$ cat config.mk
export PLATFORM = sky130hd
export DESIGN_NAME = fetch_unit
export DESIGN_NICKNAME = d
export VERILOG_FILES = /design/src/rtl/rv_pkg.sv /design/src/rtl/fetch_fifo.sv /design/src/rtl/fetch_unit.sv
export SDC_FILE = /design/constraint.sdc
export NUM_CORES = 1
export LEC_CHECK = 0
export BUFFER_PORTS_ARGS = -buffer_cell sky130_fd_sc_hd__buf_2
export CAP_MARGIN = 20
export CELL_PAD_IN_SITES_DETAIL_PLACEMENT = 1
export CELL_PAD_IN_SITES_GLOBAL_PLACEMENT = 2
export CORE_ASPECT_RATIO = 0.5
export CORE_MARGIN = 2
export CORE_UTILIZATION = 43
export CTS_CLUSTER_DIAMETER = 120
export DETAILED_ROUTE_END_ITERATION = 7
export PLACE_DENSITY_LB_ADDON = 0.1
export SYNTH_ARGS = -nofsm -noshare
export SYNTH_HDL_FRONTEND = slang
export SYNTH_SLANG_ARGS = --single-unit
$ cat constraint.sdc
create_clock -name clk -period 11.82 [get_ports clk]
set_input_delay 1.182 -clock clk [delete_from_list [all_inputs] [get_ports clk]]
set_output_delay 1.182 -clock clk [all_outputs]
set_load 0.02 [all_outputs]
$ cat src/rtl/rv_pkg.sv
// Shared RV32I definitions for the fetch and decode stages.
// Holds the architectural NOP, the default reset PC, the major opcode
// constants used by decode, and the {instr, pc} packet type that fetch
// buffers and hands to decode.
package rv_pkg;

  localparam logic [31:0] RV_NOP      = 32'h0000_0013;  // addi x0, x0, 0
  localparam logic [31:0] RV_RESET_PC = 32'h0000_0000;

  localparam logic [6:0] OP_BRANCH = 7'b1100011;
  localparam logic [6:0] OP_JAL    = 7'b1101111;
  localparam logic [6:0] OP_JALR   = 7'b1100111;
  localparam logic [6:0] OP_LOAD   = 7'b0000011;
  localparam logic [6:0] OP_IMM    = 7'b0010011;
  localparam logic [6:0] OP_REG    = 7'b0110011;

  typedef struct packed {
    logic [31:0] instr;
    logic [31:0] pc;
  } fetch_pkt_t;

endpackage

$ cat src/rtl/fetch_fifo.sv
// Small synchronous FIFO of fetch packets with a single-cycle flush.
// Ports:
//   clk, rst_n        clock, asynchronous active-low reset
//   flush             empties the FIFO at the next edge (wins over push/pop)
//   push, push_pkt    write a packet; accepted when not full, or when full
//                     and popping in the same cycle
//   pop               drop the head packet; ignored when empty
//   head_pkt          current head (meaningless while empty)
//   count, full, empty  occupancy
// DEPTH must be a power of two so the pointers wrap naturally.
module fetch_fifo
  import rv_pkg::*;
#(
  parameter int DEPTH = 2,
  localparam int CW = $clog2(DEPTH + 1)
) (
  input  logic          clk,
  input  logic          rst_n,
  input  logic          flush,
  input  logic          push,
  input  fetch_pkt_t    push_pkt,
  input  logic          pop,
  output fetch_pkt_t    head_pkt,
  output logic [CW-1:0] count,
  output logic          full,
  output logic          empty
);

  localparam int AW = (DEPTH > 1) ? $clog2(DEPTH) : 1;

  fetch_pkt_t    mem [DEPTH];
  logic [AW-1:0] rd_ptr;
  logic [AW-1:0] wr_ptr;
  logic [CW-1:0] count_q;
  logic          do_push;
  logic          do_pop;

  assign empty    = (count_q == '0);
  assign full     = (count_q == CW'(DEPTH));
  assign count    = count_q;
  assign head_pkt = mem[rd_ptr];

  assign do_pop  = pop & ~empty;
  // A full FIFO may still take a push when the head leaves in the same cycle.
  assign do_push = push & (~full | do_pop);

  always_ff @(posedge clk or negedge rst_n) begin
    if (!rst_n) begin
      rd_ptr  <= '0;
      wr_ptr  <= '0;
      count_q <= '0;
    end else if (flush) begin
      rd_ptr  <= '0;
      wr_ptr  <= '0;
      count_q <= '0;
    end else begin
      if (do_push) wr_ptr <= wr_ptr + AW'(1);
      if (do_pop)  rd_ptr <= rd_ptr + AW'(1);
      count_q <= count_q + CW'(do_push) - CW'(do_pop);
    end
  end

  // Storage needs no reset; the occupancy count decides what is valid.
  always_ff @(posedge clk) begin
    if (do_push && !flush) mem[wr_ptr] <= push_pkt;
  end

  overflow_a : assert property (@(posedge clk) disable iff (!rst_n)
    !(push && full && !pop && !flush));

endmodule

$ cat src/rtl/fetch_unit.sv
// RV32I instruction fetch stage.
// Owns the PC, issues word-aligned requests to instruction memory, tags each
// in-order response with its PC and buffers it for decode. Redirects from
// execute flush the buffer and mark every in-flight request as stale.
// Ports:
//   clk, rst_n                          clock, asynchronous active-low reset
//   imem_req_valid/addr/ready           fetch request channel
//   imem_rsp_valid/data                 in-order response channel (latency >= 1)
//   redirect_valid, redirect_pc         restart fetch at a new PC
//   instr_valid/ready, instr, instr_pc  instruction channel to decode
module fetch_unit
  import rv_pkg::*;
#(
  parameter logic [31:0] RESET_PC   = RV_RESET_PC,
  parameter int          FIFO_DEPTH = 2
) (
  input  logic        clk,
  input  logic        rst_n,
  output logic        imem_req_valid,
  output logic [31:0] imem_req_addr,
  input  logic        imem_req_ready,
  input  logic        imem_rsp_valid,
  input  logic [31:0] imem_rsp_data,
  input  logic        redirect_valid,
  input  logic [31:0] redirect_pc,
  output logic        instr_valid,
  input  logic        instr_ready,
  output logic [31:0] instr,
  output logic [31:0] instr_pc
);

  localparam int CW = $clog2(FIFO_DEPTH + 1);

  logic [31:0]   fetch_pc;
  logic [CW-1:0] outstanding;
  logic [CW-1:0] outstanding_nxt;
  logic [CW-1:0] discard;
  logic [CW:0]   credit_used;
  logic          credit_ok;
  logic          req_fire;
  logic          rsp_keep;

  fetch_pkt_t    buf_head;
  logic [CW-1:0] buf_count;
  logic          buf_full;
  logic          buf_empty;
  fetch_pkt_t    shown_pkt;

  fetch_pkt_t    pcq_head;
  logic [CW-1:0] pcq_count;
  logic          pcq_full;
  logic          pcq_empty;
  logic          unused_status;

  // Credits come from registered occupancy only; a pop this cycle does not
  // free a slot until the next cycle.
  assign credit_used = {1'b0, outstanding} + {1'b0, buf_count};
  assign credit_ok   = (credit_used < (CW+1)'(FIFO_DEPTH));

  // rst_n gates the request so nothing is presented while reset is held,
  // yet the first request is accepted on the first edge after release.
  assign imem_req_valid = rst_n & credit_ok & ~redirect_valid;
  assign imem_req_addr  = fetch_pc;
  assign req_fire       = imem_req_valid & imem_req_ready;

  // Responses are dropped while stale ones remain, and in a redirect cycle.
  assign rsp_keep = imem_rsp_valid & (discard == '0) & ~redirect_valid;

  assign outstanding_nxt = outstanding + CW'(req_fire) - CW'(imem_rsp_valid);

  always_ff @(posedge clk or negedge rst_n) begin
    if (!rst_n) begin
      fetch_pc    <= RESET_PC;
      outstanding <= '0;
      discard     <= '0;
    end else begin
      outstanding <= outstanding_nxt;
      if (redirect_valid) begin
        fetch_pc <= {redirect_pc[31:2], 2'b00};
        // outstanding already counts requests made stale by an earlier
        // redirect, so everything still in flight after this edge is stale.
        discard  <= outstanding_nxt;
      end else begin
        if (req_fire) fetch_pc <= fetch_pc + 32'd4;
        if (imem_rsp_valid && (discard != '0)) discard <= discard - CW'(1);
      end
    end
  end

  // In-flight PC queue: one entry per accepted request, popped by every
  // response (kept or dropped), so its head always tags the current response.
  fetch_fifo #(.DEPTH(FIFO_DEPTH)) u_pc_queue (
    .clk      (clk),
    .rst_n    (rst_n),
    .flush    (1'b0),
    .push     (req_fire),
    .push_pkt (fetch_pkt_t'{instr: 32'h0, pc: fetch_pc}),
    .pop      (imem_rsp_valid),
    .head_pkt (pcq_head),
    .count    (pcq_count),
    .full     (pcq_full),
    .empty    (pcq_empty)
  );

  fetch_fifo #(.DEPTH(FIFO_DEPTH)) u_instr_buf (
    .clk      (clk),
    .rst_n    (rst_n),
    .flush    (redirect_valid),
    .push     (rsp_keep),
    .push_pkt (fetch_pkt_t'{instr: imem_rsp_data, pc: pcq_head.pc}),
    .pop      (instr_valid & instr_ready),
    .head_pkt (buf_head),
    .count    (buf_count),
    .full     (buf_full),
    .empty    (buf_empty)
  );

  // Remembers the last presented packet so decode sees stable values while
  // the buffer is empty.
  always_ff @(posedge clk or negedge rst_n) begin
    if (!rst_n) begin
      shown_pkt <= '{instr: RV_NOP, pc: RESET_PC};
    end else if (!buf_empty) begin
      shown_pkt <= buf_head;
    end
  end

  assign instr_valid = ~buf_empty & ~redirect_valid;
  assign instr       = buf_empty ? shown_pkt.instr : buf_head.instr;
  assign instr_pc    = buf_empty ? shown_pkt.pc    : buf_head.pc;

  assign unused_status = ^{pcq_head.instr, pcq_count, pcq_full, pcq_empty, buf_full};

endmodule

; Word level (Yosys, flattened, before mapping)
; Memories as Yosys holds them, arrays and structs flattened.
; Index checks and enable logic that the tools add are counted.
[word_totals]
register_bits = 108
latchBits = 0
mem_bits_rw = 192
romBits = 0
input_bits = 70
out_inout_bits = 98
wordCells = 73
memories = 2
[op_classes]
n_addsub = 13
n_mul = 0
div = 0
order_cmp = 1
n_eq_ne = 2
shift = 0
mux = 15
bitwise = 18
n_reduce_logical = 11
[mem_list]
columns = name, words, word_bits, read_ports, rd_clocked_by_memory_dff, write_ports, line
row1 = u_instr_buf.mem, 2, 64, 1, 0, 1, fetch_fifo.sv:31  ; fetch_pkt_t mem [DEPTH];
row2 = u_pc_queue.mem, 2, 32, 1, 0, 1, fetch_fifo.sv:31
[ops]
columns = cell, n
row1 = 32-bit 2-to-1 mux, 4
row2 = 32-bit by 3-bit adder with 32-bit output (second input constant), 1
row3 = 1-bit bitwise AND, 11
row4 = 2-bit nonzero test, 5
row5 = 1-bit 2-to-1 mux, 8
row6 = 2-bit by 1-bit adder with 2-bit output, 3
row7 = 2-bit logical NOT, 3
row8 = 2-bit 2-to-1 mux, 3
row9 = 2-bit by 1-bit subtractor with 2-bit output, 3
row10 = 1-bit inverter, 5
row11 = 1-bit adder (second input constant), 4
row12 = 2-bit == test (second input constant), 2
row13 = 2-bit by 2-bit adder with 3-bit output, 1
row14 = 3-bit by 2-bit less-than comparator with 1-bit output (second input constant), 1
row15 = 1-bit logical AND, 2
row16 = 1-bit OR, 2
row17 = 2-bit by 1-bit subtractor with 2-bit output (second input constant), 1
row18 = 1-bit logical NOT, 1

; Longest topological paths before layout
[depth]
word_depth = 10
mapped_depth = 12
mapped_depth_nobuf = 11

; Cells and area by module
; A second synthesis with hierarchy kept.
[unflattened]
hier_cells = 822
hier_area_um2 = 14171.1
[modules_own_cells]
columns = module, instances, cells_each, area_each_um2, seq_area_each_um2
row1 = fetch_fifo, 2, 228, 4902.2, 3943.8
row2 = fetch_unit, 1, 366, 4366.7, 2456.1

; Worst setup path after synthesis
; Ideal clock, no wire load.
[synth_timing]
kind = in2reg
start = in redirect_valid
end = mem u_instr_buf.mem[0][10] in the netlist's numbering, enable pin
arrival_ps = 4510
required_ps = 11329
path_slack_ps = 6819
stages = 3
n_path_buf = 1
cell_sequence = clkbuf_1 a211oi_1 nor2b_1
[synth_between]
elab_chain_cells = 9
[synth_rtl]
columns = element, line
row1 = start: declaration, fetch_unit.sv:24  ; input logic redirect_valid,
row2 = 1-bit inverter, "fetch_unit.sv:67, fetch_unit.sv:128"
row3 = 1-bit bitwise AND, fetch_unit.sv:128  ; assign instr_valid = ~buf_empty & ~redirect_valid;
row4 = 1-bit bitwise AND, fetch_unit.sv:111  ; .pop (instr_valid & instr_ready),
row5 = 1-bit bitwise AND, fetch_fifo.sv:43  ; assign do_pop = pop & ~empty;
row6 = 1-bit OR, fetch_fifo.sv:45  ; assign do_push = push & (~full | do_pop);
row7 = 1-bit bitwise AND, fetch_fifo.sv:45
row8 = 1-bit logical AND (*), fetch_fifo.sv:65  ; if (do_push && !flush) mem[wr_ptr] <= push_pkt;
row9 = 1-bit 2-to-1 mux (*), fetch_fifo.sv:65
row10 = 1-bit 2-to-1 mux (implied by the code) (*), fetch_fifo.sv:65
row11 = end: declaration, fetch_fifo.sv:31
; Every way passes the cells marked *; elsewhere a longest branch is shown, timed or not.

; Worst setup path in the final report
[layout_timing]
start = in redirect_valid
end = out instr_valid
[layout_between]
elab_chain_cells = 2
[layout_rtl]
columns = element, line
row1 = 1-bit inverter, fetch_unit.sv:128
row2 = 1-bit bitwise AND, fetch_unit.sv:128
row3 = end: declaration, fetch_unit.sv:26  ; output logic instr_valid,
; No other way between the ends.

==> metrics.txt <==
status=completed; # resized after CTS=0; most used cell, CP=buf_2; Reg2Reg Depth=6; Iter 0 DRT Violations=376; Initial DRT Pass Iterations=4; post-synthesis async set-or-reset flop share=between 30% and 40%; DR WL/cell=~20 um; post-synth top area cell=edfxtp_1; HP Class=register to register; final RePlAce weighted congestion=approximately 0.78; fin crit share=between 30% and 40%; crit-path max FO=55; total power=3.209 mW; Max Root-Sink Buffers=3; Max Cap Viol=0; Initial Utilization=around 44%; clock skew=0.01512 ns; WS Path Type=input pin to output pin; share of cells above drive strength 1=a little over a quarter; Final ANT Viol Nets=0; leakage power=between 4 and 5 nW; Worst EP required=10.64 ns; Final Critical Period=4.281 ns; highest clock rate=233.6 MHz; H-tree depth=1; DRC viols=0; worst-path cell chain=buf_2, buf_4, clkinv_1, and2_1, buf_2; P&R area growth vs syn=18.23%; Total Routed Length=between 20 and 30 mm; Critical-path top delay cell=clkinv_1; vias per inst=around 5.2; Die W=~230 um; Slew Limit Fails=0; die area=27650 um2; Setup crit end=instr_valid; CTS tree=built; largest net degree at the start of global routing=roughly 80; most frequent cells after synthesis=edfxtp_1 (184), dfrtp_1 (101), nor2_1 (79); startpoint types=input pin; worst-margin pin slew=a little over 1 ns; Crit path max-delay family=buffers and inverters; total track usage=around 19%; Die Ht=between 100 and 150 um; gr ovfl total=0; CTS Buf Count=26; detailed placement HPWL=16.73 mm; worst hold slack=0.4987 ns; PortBufs=roughly 160; ant diodes=0; maximum vdd drop=between 0.1 and 0.15 mV; R2R setup slack=8.56 ns; TNS Setup=0 ns; r2r endpoint=u_pc_queue.mem[1][13]$_DFFE_PP_; core area=approximately 25000 um2; Distinct cells, synth=54; Cell Area, Synth=around 11000 um2; global-route wire length before repair=a little over 40 mm; crit path from=redirect_valid; most common cell in the netlist=edfxtp_1; cts hold-fix bufs=0; register area share after synthesis=72.03%; yosys warns=0; Via Count=between 6k and 7k; PD cells=240.4 nW/um2; RSZ-0062 raised after global routing=false; Sink Count=288; Worst path max stage delay=0.81 ns; Cells after Synth=~780; count of final hold-check violations=0; top cell type's share of synthesized area=48.94%; Nets=1021; R2R Path Start=u_instr_buf.count[0]$_DFF_PN0_; worst skew pair latency=roughly 0.54 ns; setup violators final=0; Worst Path Buf+Inv=4; clk slew on worst S/H paths=0.07 ns; kind of end point of the critical path=output pin; number of global-route vias before repair=roughly 7.3k; Post-synth EDFFs=about 180; Hold Crit Start=u_pc_queue.count[1]$_DFF_PN0_; I/O pin cnt=between 150 and 200; Post-Syn Area per Cell=14.46 um2; top cells by area, synth=edfxtp_1 (49%), dfrtp_1 (22%), mux2i_1 (5.6%), mux2_2 (3.0%), a21oi_1 (2.9%); Site Rows=a little over 40; normalized max-slew margin=between 30% and 40%; root buffer cell=clkbuf_16; total stage count of the critical path=5; crit path DAT=roughly 3.1 ns; top_reg_cell synth=edfxtp_1; initial antenna violation count=0; setup repair bufs after CTS=0; Synth Register Bits=288
power breakdown:
group / switching (mW) / leakage, nW / internal, mW / total [mW]
clock: 0.370 / 0.437 / 0.527 / 0.897
combinational: 0.628 / 1.65 / 0.313 / 0.941
sequential: 0.0854 / 2.84 / 1.29 / 1.37
per-stage QoR:
step / setup WS, ns / instance area [um2] / cells / util, %
floorplan: 6.819 / 11300 / 784 / -
global placement: 7.544 / 12450 / 1258 / 48.83
detailed placement: 7.497 / 12450 / 1258 / 48.83
CTS: 7.512 / 13350 / 1306 / 52.35
global route: 7.329 / 13350 / 1306 / 52.35
finish: 7.539 / 13350 / 1306 / 52.35
worst min-delay path by stage:
| stage | endpoint | slack (ns) | cells past startpoint |
|---|---|---|---|
| detailed placement | u_pc_queue.count[1]$_DFF_PN0_ | 0.49 | 1 |
| finish | u_pc_queue.count[1]$_DFF_PN0_ | 0.50 | 1 |
| global placement | u_pc_queue.rd_ptr$_DFFE_PN0P_ | 0.46 | 1 |
| floorplan | u_pc_queue.wr_ptr$_DFFE_PN0N_ | 0.46 | 1 |
| CTS | u_pc_queue.count[1]$_DFF_PN0_ | 0.50 | 1 |
| global route | u_pc_queue.rd_ptr$_DFFE_PN0P_ | 0.53 | 1 |
cell type report:
type	count	area, um2
fill	2570	12150
tap	344	430.4
clock inverter	9	146.4
multi-input combinational	443	2960
inverter	13	48.80
sequential	288	8135
clock buffer	39	750.7
timing repair buffer	170	875.8
flip-flops by register name, indices dropped and copies added (netlist names):
register	count
discard	2
imem_req_addr	30
outstanding	2
shown_pkt	62
u_instr_buf.count	2
u_instr_buf.mem	124
u_instr_buf.rd_ptr	1
u_instr_buf.wr_ptr	1
u_pc_queue.count	2
u_pc_queue.mem	60
u_pc_queue.rd_ptr	1
u_pc_queue.wr_ptr	1
logic make-up after synthesis:
logic type	synth area share [%]
buf+inv	2.006
other cells	0.03322
compound gates	5.464
xor+xnor	1.707
flops	72.03
mux	8.777
fa+ha+maj	1.064
simple gates	8.921
worst reg2reg max path, delay by kind of cell, from the launching register on:
family                     cells  cell delay, ns
and+or+nand+nor                5            1.99
adders and majority gates      1            0.47
DFF                            1            0.40
layer usage:
metal	vias up	share of wire (%)	wire [um]	global-route usage (%)
li1	3195	-	-	-
met1	3514	49	12790	27.67
met2	114	46	12220	31.34
met3	32	3.6	951	3.234
met4	0	1.5	401	3.782
met5	-	0	0	0
layout by cell type (no fill, tap or decap), drive strengths merged, types with 6 or more instances in the layout:
master / synthesis / layout
ha: 8 / 8
and2: 10 / 10
nor2: 79 / 79
a21oi: 65 / 65
edfxtp: 184 / 184
o31ai: 7 / 7
nand2: 36 / 36
mux2i: 63 / 63
clkbuf: 25 / 39
xor2: 9 / 9
or4: 10 / 10
and3: 6 / 6
nand4: 14 / 14
mux2: 32 / 32
a31oi: 9 / 9
dfrtp: 101 / 101
buf: 15 / 170
clkinv: 1 / 6
o21ai: 19 / 19
nand3: 19 / 19
xnor2: 13 / 13
inv: 12 / 12
Power figures use the tool's default switching activity.
